`src/rtl/rx_cmd_pkg.sv`:
```
// Shared opcodes and FSM encoding for the byte-stream command controller.
package rx_cmd_pkg;

  localparam logic [7:0] OP_WR = 8'hAA;
  localparam logic [7:0] OP_RD = 8'hBB;

  typedef enum logic [2:0] {
    IDLE    = 3'd0,
    WR_ADDR = 3'd1,
    WR_DATA = 3'd2,
    RD_ADDR = 3'd3,
    RD_WAIT = 3'd4,
    TX_WAIT = 3'd5
  } state_t;

  // States that wait on the host for the next byte and are therefore timed.
  function automatic logic timed_state(input state_t s);
    return (s == WR_ADDR) || (s == WR_DATA) || (s == RD_ADDR);
  endfunction

endpackage

```
`src/rtl/rx_cmd_ctrl_if.sv`:
```
// RX byte stream, register-file port and TX byte port of the command controller.
interface rx_cmd_ctrl_if #(
  parameter int DATA_WIDTH = 8,
  parameter int ADDR_WIDTH = 4
);
  logic [DATA_WIDTH-1:0] RX_P_DATA;
  logic                  RX_D_VLD;
  logic [ADDR_WIDTH-1:0] RF_ADDR;
  logic                  RF_WR_EN;
  logic                  RF_RD_EN;
  logic [DATA_WIDTH-1:0] RF_WR_DATA;
  logic [DATA_WIDTH-1:0] RF_RD_DATA;
  logic                  RF_RD_VLD;
  logic [DATA_WIDTH-1:0] TX_P_DATA;
  logic                  TX_D_VLD;
  logic                  TX_BUSY;
  logic                  CMD_ERR;

  modport master (
    input  RX_P_DATA, RX_D_VLD, RF_RD_DATA, RF_RD_VLD, TX_BUSY,
    output RF_ADDR, RF_WR_EN, RF_RD_EN, RF_WR_DATA, TX_P_DATA, TX_D_VLD, CMD_ERR
  );

  modport slave (
    output RX_P_DATA, RX_D_VLD, RF_RD_DATA, RF_RD_VLD, TX_BUSY,
    input  RF_ADDR, RF_WR_EN, RF_RD_EN, RF_WR_DATA, TX_P_DATA, TX_D_VLD, CMD_ERR
  );
endinterface

```
`src/rtl/cmd_timeout_cnt.sv`:
```
// Inter-byte idle counter; tc flags the last allowed idle cycle while enabled.
module cmd_timeout_cnt #(
  parameter int unsigned TIMEOUT_CYC = 50000
)(
  input  logic CLK,
  input  logic RST,
  input  logic clr,
  input  logic en,
  output logic tc
);
  localparam int CW = $clog2(TIMEOUT_CYC + 1);
  localparam logic [CW-1:0] TC_VAL = CW'(TIMEOUT_CYC - 1);

  logic [CW-1:0] cnt;

  // Saturates at the terminal value so a stalled enable never wraps.
  always_ff @(posedge CLK or negedge RST) begin
    if (!RST)                     cnt <= '0;
    else if (clr)                 cnt <= '0;
    else if (en && cnt != TC_VAL) cnt <= cnt + 1'b1;
  end

  assign tc = en && (cnt == TC_VAL);
endmodule

```
`src/rtl/rx_cmd_ctrl.sv`:
```
// Decodes 0xAA/0xBB byte commands from RX into register-file writes and reads,
// returning read data on TX; malformed, stray or stalled commands pulse CMD_ERR.
module rx_cmd_ctrl
  import rx_cmd_pkg::*;
#(
  parameter int          DATA_WIDTH  = 8,
  parameter int          ADDR_WIDTH  = 4,
  parameter logic [15:0] TIMEOUT_CYC = 16'd50000
)(
  input logic           CLK,
  input logic           RST,
  rx_cmd_ctrl_if.master bus
);
  localparam logic [DATA_WIDTH-1:0] OPW = DATA_WIDTH'(OP_WR);
  localparam logic [DATA_WIDTH-1:0] OPR = DATA_WIDTH'(OP_RD);

  state_t                state_q, state_d;
  logic [ADDR_WIDTH-1:0] addr_q, addr_d;
  logic [DATA_WIDTH-1:0] wdat_q, wdat_d, txd_q, txd_d;
  logic                  wr_q, wr_d, rd_q, rd_d, txv_q, txv_d, err_q, err_d;
  logic                  rx_vld, addr_ok, tmo_tc;

  assign rx_vld  = bus.RX_D_VLD;
  assign addr_ok = (bus.RX_P_DATA >> ADDR_WIDTH) == '0;

  cmd_timeout_cnt #(.TIMEOUT_CYC(32'(TIMEOUT_CYC))) u_tmo (
    .CLK (CLK),
    .RST (RST),
    .clr (rx_vld || !timed_state(state_q)),
    .en  (timed_state(state_q)),
    .tc  (tmo_tc)
  );

  always_comb begin
    state_d = state_q;
    addr_d  = addr_q;
    wdat_d  = wdat_q;
    txd_d   = txd_q;
    wr_d    = 1'b0;
    rd_d    = 1'b0;
    txv_d   = 1'b0;
    err_d   = 1'b0;
    case (state_q)
      IDLE: if (rx_vld) begin
        if (bus.RX_P_DATA == OPW)      state_d = WR_ADDR;
        else if (bus.RX_P_DATA == OPR) state_d = RD_ADDR;
        else                           err_d   = 1'b1;
      end
      WR_ADDR, RD_ADDR: begin
        // A byte arriving on the terminal count wins over the timeout.
        if (rx_vld) begin
          if (addr_ok) begin
            addr_d = bus.RX_P_DATA[ADDR_WIDTH-1:0];
            if (state_q == WR_ADDR) state_d = WR_DATA;
            else begin
              state_d = RD_WAIT;
              rd_d    = 1'b1;
            end
          end else begin
            err_d   = 1'b1;
            state_d = IDLE;
          end
        end else if (tmo_tc) begin
          err_d   = 1'b1;
          state_d = IDLE;
        end
      end
      WR_DATA: begin
        if (rx_vld) begin
          wdat_d  = bus.RX_P_DATA;
          wr_d    = 1'b1;
          state_d = IDLE;
        end else if (tmo_tc) begin
          err_d   = 1'b1;
          state_d = IDLE;
        end
      end
      // Stray bytes while a read is in flight are dropped but flagged.
      RD_WAIT: begin
        err_d = rx_vld;
        if (bus.RF_RD_VLD) begin
          txd_d   = bus.RF_RD_DATA;
          state_d = TX_WAIT;
        end
      end
      TX_WAIT: begin
        err_d = rx_vld;
        if (!bus.TX_BUSY) begin
          txv_d   = 1'b1;
          state_d = IDLE;
        end
      end
      default: state_d = IDLE;
    endcase
  end

  always_ff @(posedge CLK or negedge RST) begin
    if (!RST) begin
      state_q <= IDLE;
      addr_q  <= '0;
      wdat_q  <= '0;
      txd_q   <= '0;
      wr_q    <= 1'b0;
      rd_q    <= 1'b0;
      txv_q   <= 1'b0;
      err_q   <= 1'b0;
    end else begin
      state_q <= state_d;
      addr_q  <= addr_d;
      wdat_q  <= wdat_d;
      txd_q   <= txd_d;
      wr_q    <= wr_d;
      rd_q    <= rd_d;
      txv_q   <= txv_d;
      err_q   <= err_d;
    end
  end

  assign bus.RF_ADDR    = addr_q;
  assign bus.RF_WR_EN   = wr_q;
  assign bus.RF_RD_EN   = rd_q;
  assign bus.RF_WR_DATA = wdat_q;
  assign bus.TX_P_DATA  = txd_q;
  assign bus.TX_D_VLD   = txv_q;
  assign bus.CMD_ERR    = err_q;
endmodule

```
`src/flat_wrapper.sv`:
```
// flat-port wrapper written by rule: the top's interface ports become plain ports
module rx_cmd_ctrl_flat import rx_cmd_pkg::*;
#(
  parameter int          DATA_WIDTH  = 8,
  parameter int          ADDR_WIDTH  = 4,
  parameter logic [15:0] TIMEOUT_CYC = 16'd50000
)
  (CLK, RST, bus_RX_P_DATA, bus_RX_D_VLD, bus_RF_RD_DATA, bus_RF_RD_VLD, bus_TX_BUSY, bus_RF_ADDR, bus_RF_WR_EN, bus_RF_RD_EN, bus_RF_WR_DATA, bus_TX_P_DATA, bus_TX_D_VLD, bus_CMD_ERR);
  rx_cmd_ctrl_if #(.DATA_WIDTH(DATA_WIDTH), .ADDR_WIDTH(ADDR_WIDTH)) bus_i ();
  input logic CLK;
  input logic RST;
  input wire logic [$bits(bus_i.RX_P_DATA)-1:0] bus_RX_P_DATA;
  input wire logic [$bits(bus_i.RX_D_VLD)-1:0] bus_RX_D_VLD;
  input wire logic [$bits(bus_i.RF_RD_DATA)-1:0] bus_RF_RD_DATA;
  input wire logic [$bits(bus_i.RF_RD_VLD)-1:0] bus_RF_RD_VLD;
  input wire logic [$bits(bus_i.TX_BUSY)-1:0] bus_TX_BUSY;
  output wire logic [$bits(bus_i.RF_ADDR)-1:0] bus_RF_ADDR;
  output wire logic [$bits(bus_i.RF_WR_EN)-1:0] bus_RF_WR_EN;
  output wire logic [$bits(bus_i.RF_RD_EN)-1:0] bus_RF_RD_EN;
  output wire logic [$bits(bus_i.RF_WR_DATA)-1:0] bus_RF_WR_DATA;
  output wire logic [$bits(bus_i.TX_P_DATA)-1:0] bus_TX_P_DATA;
  output wire logic [$bits(bus_i.TX_D_VLD)-1:0] bus_TX_D_VLD;
  output wire logic [$bits(bus_i.CMD_ERR)-1:0] bus_CMD_ERR;
  assign bus_i.RX_P_DATA = bus_RX_P_DATA;
  assign bus_i.RX_D_VLD = bus_RX_D_VLD;
  assign bus_i.RF_RD_DATA = bus_RF_RD_DATA;
  assign bus_i.RF_RD_VLD = bus_RF_RD_VLD;
  assign bus_i.TX_BUSY = bus_TX_BUSY;
  assign bus_RF_ADDR = bus_i.RF_ADDR;
  assign bus_RF_WR_EN = bus_i.RF_WR_EN;
  assign bus_RF_RD_EN = bus_i.RF_RD_EN;
  assign bus_RF_WR_DATA = bus_i.RF_WR_DATA;
  assign bus_TX_P_DATA = bus_i.TX_P_DATA;
  assign bus_TX_D_VLD = bus_i.TX_D_VLD;
  assign bus_CMD_ERR = bus_i.CMD_ERR;
  rx_cmd_ctrl #(.DATA_WIDTH(DATA_WIDTH), .ADDR_WIDTH(ADDR_WIDTH), .TIMEOUT_CYC(TIMEOUT_CYC)) u_core (.CLK(CLK), .RST(RST), .bus(bus_i));
endmodule
```
`config.mk`:
```
export PLATFORM = sky130hd
export DESIGN_NAME = rx_cmd_ctrl_flat
export DESIGN_NICKNAME = d
export VERILOG_FILES = /design/src/rtl/rx_cmd_pkg.sv /design/src/rtl/rx_cmd_ctrl_if.sv /design/src/rtl/cmd_timeout_cnt.sv /design/src/rtl/rx_cmd_ctrl.sv /design/src/flat_wrapper.sv
export SDC_FILE = /design/constraint.sdc
export NUM_CORES = 1
export LEC_CHECK = 0
export BUFFER_PORTS_ARGS = -buffer_cell sky130_fd_sc_hd__buf_2
export CORE_MARGIN = 1
export CORE_UTILIZATION = 45
export CTS_CLUSTER_SIZE = 16
export DETAILED_ROUTE_END_ITERATION = 8
export HOLD_SLACK_MARGIN = 0.1
export MAX_ROUTING_LAYER = met4
export PLACE_DENSITY = 0.68
export SLEW_MARGIN = 40
export SYNTH_ARGS = -nofsm -noshare
export SYNTH_HDL_FRONTEND = slang
export SYNTH_HIERARCHICAL = 1
export SYNTH_SLANG_ARGS = --single-unit
```
`constraint.sdc`:
```
create_clock -name CLK -period 5.24 [get_ports CLK]
set_clock_uncertainty 0.05 [all_clocks]
set_input_delay 0.262 -clock CLK [delete_from_list [all_inputs] [get_ports CLK]]
set_output_delay 0.262 -clock CLK [all_outputs]
set_load 0.005 [all_outputs]
```
Word-level counts from Yosys, hierarchy flattened
Cells that the tools add are included.

Register bits: 43. Input bits: 21. Output and inout port bits: 24. Logic and storage cells: 67.

Add/sub/neg operators: 1. Eq/ne operators: 13. Mux-type cells: 29. Reductions and logical operators: 15.

Operators with widths (number): 2-to-1 mux 16 bit (2); 2-to-1 mux 3 bit (10); adder 16 x 1 -> 16 bit, second input constant (1); == test 16 bit, second input constant (1); == test 8 bit, second input constant (2); inequality test 16 bit, second input constant (1); 2-to-1 mux 1 bit (15); one-hot mux 3 bit (5 select lines) (1); zero test 8 bit (1); == test 3 x 2 -> 1 bit, second input constant (2); == test 3 bit, second input constant (2); inequality test 2 bit, second input constant (3); one-hot mux 1 bit (4 select lines) (1); AND reduction 2 bit (2); AND reduction 4 bit (1); OR reduction 2 bit (2); == test 3 x 1 -> 1 bit, second input constant (1); zero test 3 bit (1); logical OR 1 bit (3); inequality test 3 x 1 -> 1 bit, second input constant (1); AND reduction 3 bit (1); logical AND 1 bit (2); nonzero test 2 bit (1); zero test 1 bit (1).

Depth between registers and ports, before layout
Depth after elaboration: 7. Gate-level depth with buffers: 9. Mapped depth without buffers: 7.

Cells and area by module
The synthesis kept the hierarchy.

Modules (own cells, without submodules): rx_cmd_ctrl (instances 1, cells each 86, area each 1192.4 sq um, sequential area each 675.6 sq um); cmd_timeout_cnt (instances 1, cells each 94, area each 874.6 sq um, sequential area each 400.4 sq um).

Worst setup path after synthesis
No wires, ideal clock.

Path kind: reg-to-reg. Start: register u_core.state_q[1]. End: register u_core.u_tmo.cnt[15]. Setup time: 0.128 ns. Arrival time: 1.876 ns. Data required time: 5.062 ns. Path slack: 3.186 ns. Stages on the path, launching flop included: 8. Path buffers: 2. Period minus slack after synthesis: 2.054 ns. Cells stage by stage: dfrtp_1 > clkbuf_1 > o21ba_2 > buf_2 > nand2_1 > or3_4 > nor4_1 > mux2_1.

Longest elaborated chain between the ends: 6. Elaborated cells on any way between the ends: 10. Classes of those cells: 3 x eq/ne; 1 x mux; 6 x reduce/logical.

RTL lines: from (decl) (line rx_cmd_ctrl.sv:17) `state_t state_q, state_d;`; from (signal assigned) (line rx_cmd_ctrl.sv:108) `state_q <= state_d;`; == test 3 x 1 -> 1 bit / == test 3 x 2 -> 1 bit (equally long branches) (line rx_cmd_pkg.sv:18) `return (s == WR_ADDR) || (s == WR_DATA) || (s == RD_ADDR);`; logical OR 1 bit (line rx_cmd_pkg.sv:18); logical OR 1 bit (*) (line rx_cmd_pkg.sv:18); zero test 1 bit (line rx_cmd_ctrl.sv:29) `.clr (rx_vld || !timed_state(state_q)),`; logical OR 1 bit (line rx_cmd_ctrl.sv:29); 2-to-1 mux 16 bit / nonzero test 2 bit (equally long branches); to (signal assigned) (line cmd_timeout_cnt.sv:20) `else if (en && cnt != TC_VAL) cnt <= cnt + 1'b1;`; to (decl) (line cmd_timeout_cnt.sv:14) `logic [CW-1:0] cnt;`.

Every way passes the cells marked *; elsewhere a longest branch is shown, timed or not. A chain may end at the register's enable or synchronous reset.

Worst setup path after layout
Ends and elaborated chain as after synthesis.

==> flow_summary_export.csv <==
group,metric,value,unit
status,status,"finished, final reports clean",
pwr,vdd_drop_max,0.237,mV
sta,tns,0,ps
critical_path,rr_startpoint,"u_core/state_q[1]$_DFFE_PN0P_",
place,place_area,0.00234,sq mm
finish,stdcell_count,279,
place,io_buffers,44,
finish,antenna_cells,0,
floorplanning,rows,24,
place,placedCellCount,269,
sta,drv_slew,0,
hold_path,min_path_cells,2,
critical_path,start_kind,"register",
floorplanning,design.die.area,0.00487,sq mm
floorplanning,die_h,69.8,um
synth,synthXorXnorAreaFrac,3.33,%
clocking,cts_tree,"built",
hold_path,min-delay-start,"bus_RF_RD_DATA[0]",
clocking,ctsRootBufferMaster,"clkbuf_8",
place,dp_hpwl,2780,um
synth,synth_compound_area_share,8.11,%
synth,async_reset_ff_share,100,%
pwr,leakagePower,0.00116,uW
synth,yosysSeqAreaShare,52.1,%
sta,rsz0062_at_grt,"false",
finish,drive_gt1_share,36.6,%
synth,syn_nets,202,
clocking,cts_max_path_buffers,2,
sta,finalHoldViolCount,0,
sta,fin_crit_sh,40.6,%
clocking,path_clk_slew,80,ps
sta,worst_slew_pin_slew,682,ps
grt,grt.overflow.total,0,
synth,netlist_area,0.00207,sq mm
synth,synth.avg_cell_area,11.5,sq um
place,place_congestion,0.811,
grt,gr-usage-met2,26.5,%
floorplanning,ioPinCount,45,
pwr,power.density,382,mW/mm^2
flow_run,drv_cap,0,
critical_path,endpoint_kind,"register",
grt,grt_pass1_wl,6880,um
hold_path,hp-class,"input port to register",
clocking,htree_levels,2,
synth,muxShareOfSynthArea,11.9,%
sta,setup_viol,0,
detailed_routing,vias,1500,
synth,ys.flop_type,"dfrtp_1",
clocking,clock_latency,300,ps
synth,yosys.area_share.simple,21.5,%
critical_path,startpoint,"u_core/state_q[1]$_DFFE_PN0P_",
sta,period_minus_slack,2130,ps
synth,synth_fa_ha_area_share,0.605,%
critical_path,r2r-end,"u_core/u_tmo/cnt[15]$_DFFE_PN0P_",
critical_path,critical_path_arrival,2270,ps
grt,antenna_found_initial,0,
detailed_routing,first_pass_iters,4,
grt,grt_pass1_vias,1467,
synth,synthCells,180,
synth,ys_top_cells_by_count,"43 x dfrtp_1, 18 x mux2_2, 13 x nor2_1, 9 x nand2_1",
finish,fin_area,0.00245,sq mm
synth,synthTopCellsByArea,"dfrtp_1 52%, mux2_2 9.8%, nor2_1 2.4%",
grt,grt_busiest_layer,"met2",
detailed_routing,ant_nets,0,
critical_path,r2r_cells,5,
grt,met1_usage,25.6,%
floorplanning,start_util,47.1,%
floorplanning,fp.dieW,69.8,um
hold_path,hold_end,"u_core/bus.TX_P_DATA[0]$_DFFE_PN0P_",
synth,synth-seq-cells,43,
grt,grt_max_degree,44,
grt,grt_usage,18.5,%
detailed_routing,dr.first_iter.drc_count,104,
synth,synth.most_common_cell,"dfrtp_1",
finish,post-route-util,55.8,%
synth,synth.top_cell.area_share,52.1,%
detailed_routing,drt-total-wl,3980,um
finish,syn2layout_area_growth,18.4,%
critical_path,crit_type,"register to register",
synth,synth_warnings,6,
clocking,post_cts.repair.setup_buffers,0,
floorplanning,core-area,0.00438,sq mm
synth,synth-edff-count,0,
detailed_routing,via_per_inst,5.38,
synth,synth_top_cell_by_area,"dfrtp_1",
detailed_routing,route.detailed.wl_per_inst,14.3,um
synth,synth_top_family_by_area,"simple AND/OR/NAND/NOR gates",
critical_path,reg2reg_slack,3110,ps
clocking,clock-sinks,43,
clocking,cts_inserted_buffers,5,
detailed_routing,drc,0,
grt,use_met3,3.63,%
sta,slew_headroom,54.5,%
sta,clock.fmax,470,MHz
finish,nNetsFinal,248,
pwr,total_power,935,uW
synth,synth.distinct_cells,48,
critical_path,required,5380,ps
critical_path,critPathMaxFanout,12,
==> what timing repair did <==
action                                 CTS  global route
endpoints found under the hold margin   44             0
resized for setup                        0             0
hold buffers                             2             0
==> area by class of cell <==
| cell class | count | area (sq um) |
|---|---|---|
| Tap cell | 52 | 65.1 |
| Fill cell | 388 | 1940 |
| Clock inverter | 3 | 20.0 |
| Multi-Input combinational cell | 125 | 956 |
| Inverter | 5 | 18.8 |
| Sequential cell | 43 | 1080 |
| Timing Repair Buffer | 46 | 243 |
| Clock buffer | 5 | 68.8 |
==> how the worst max path moves through the flow <==
| stage | to | slack, ps |
|---|---|---|
| finish | u_core/u_tmo/cnt[15]$_DFFE_PN0P_ | 3110 |
| global route | u_core/u_tmo/cnt[15]$_DFFE_PN0P_ | 2960 |
| CTS | u_core/u_tmo/cnt[15]$_DFFE_PN0P_ | 3130 |
| global placement | u_core/u_tmo/cnt[15]$_DFFE_PN0P_ | 3200 |
| floorplan | u_core/u_tmo/cnt[15]$_DFFE_PN0P_ | 3190 |
| detailed placement | u_core/u_tmo/cnt[15]$_DFFE_PN0P_ | 3140 |
==> kinds of logic after synthesis <==
family                     after synthesis
and+or+nand+nor                         71
DFF                                     43
AOI/OAI and AO/OA                       24
muxes                                   22
buffers and inverters                   12
xor gates and xnor gates                 7
adders and majority gates                1
==> routing by layer <==
layer	up-vias	part of all wire, %
met4	0	1.4
li1	746	-
met1	716	49
met3	5	3.8
met2	33	45
met5	-	0
==> where the power goes <==
| group | internal [uW] | leakage (uW) | total [uW] | switching [uW] |
|---|---|---|---|---|
| Sequential | 404 | 0.000572 | 455 | 51.0 |
| Clock | 92.7 | 0.0000402 | 209 | 117 |
| Combinational | 136 | 0.000551 | 271 | 135 |
==> per-stage QoR <==
step	hold WS (ps)	setup WS [ps]
final	139	3110
after CTS	128	3130
after detailed placement	237	3140
after global placement	403	3200
after floorplan	-83.6	3190
after global routing	136	2960
==> placed cells by master (no fill, tap or decap), types with 2 or more instances in the layout <==
cell           Yosys  final
buf_2              4     43
nand3_1            3      3
xor2_1             3      3
and2_1             2      2
or3_1              4      4
o31ai_1            2      2
dfrtp_1           43     43
inv_1              5      5
nand4_2            2      2
nor4_1             3      3
or4_1              2      2
o21ai_0            7      7
clkbuf_8           0      5
clkinvlp_4         0      2
a21oi_1            6      6
nor2b_1            3      3
nand4_1            4      4
nand2_1            9      9
mux2_2            18     18
xnor2_1            3      3
and3_1             2      2
nor3_1             7      7
nor4b_1            2      2
nor2_1            13     13
nand2b_1           4      4
mux2_1             3      3
dlygate4sd3_1      0      2
nor3b_1            2      2
==> worst max-delay path: stages, from the launching register on <==
cell     delay [ps]
dfrtp_1         550
o21ba_2         330
nand2_1         110
or3_4           340
nor4_1          290
mux2_1          350
==> flip-flops by register name (all words and copies together) (netlist names) <==
name and cells:
u_core/bus.RF_ADDR 4, u_core/bus.RF_RD_EN 1, u_core/state_q 3, u_core/bus.CMD_ERR 1, u_core/bus.TX_P_DATA 8, u_core/bus.RF_WR_EN 1, u_core/bus.TX_D_VLD 1, u_core/u_tmo/cnt 16
u_core/bus.RF_WR_DATA 8
(Power assumes the default switching activity.)
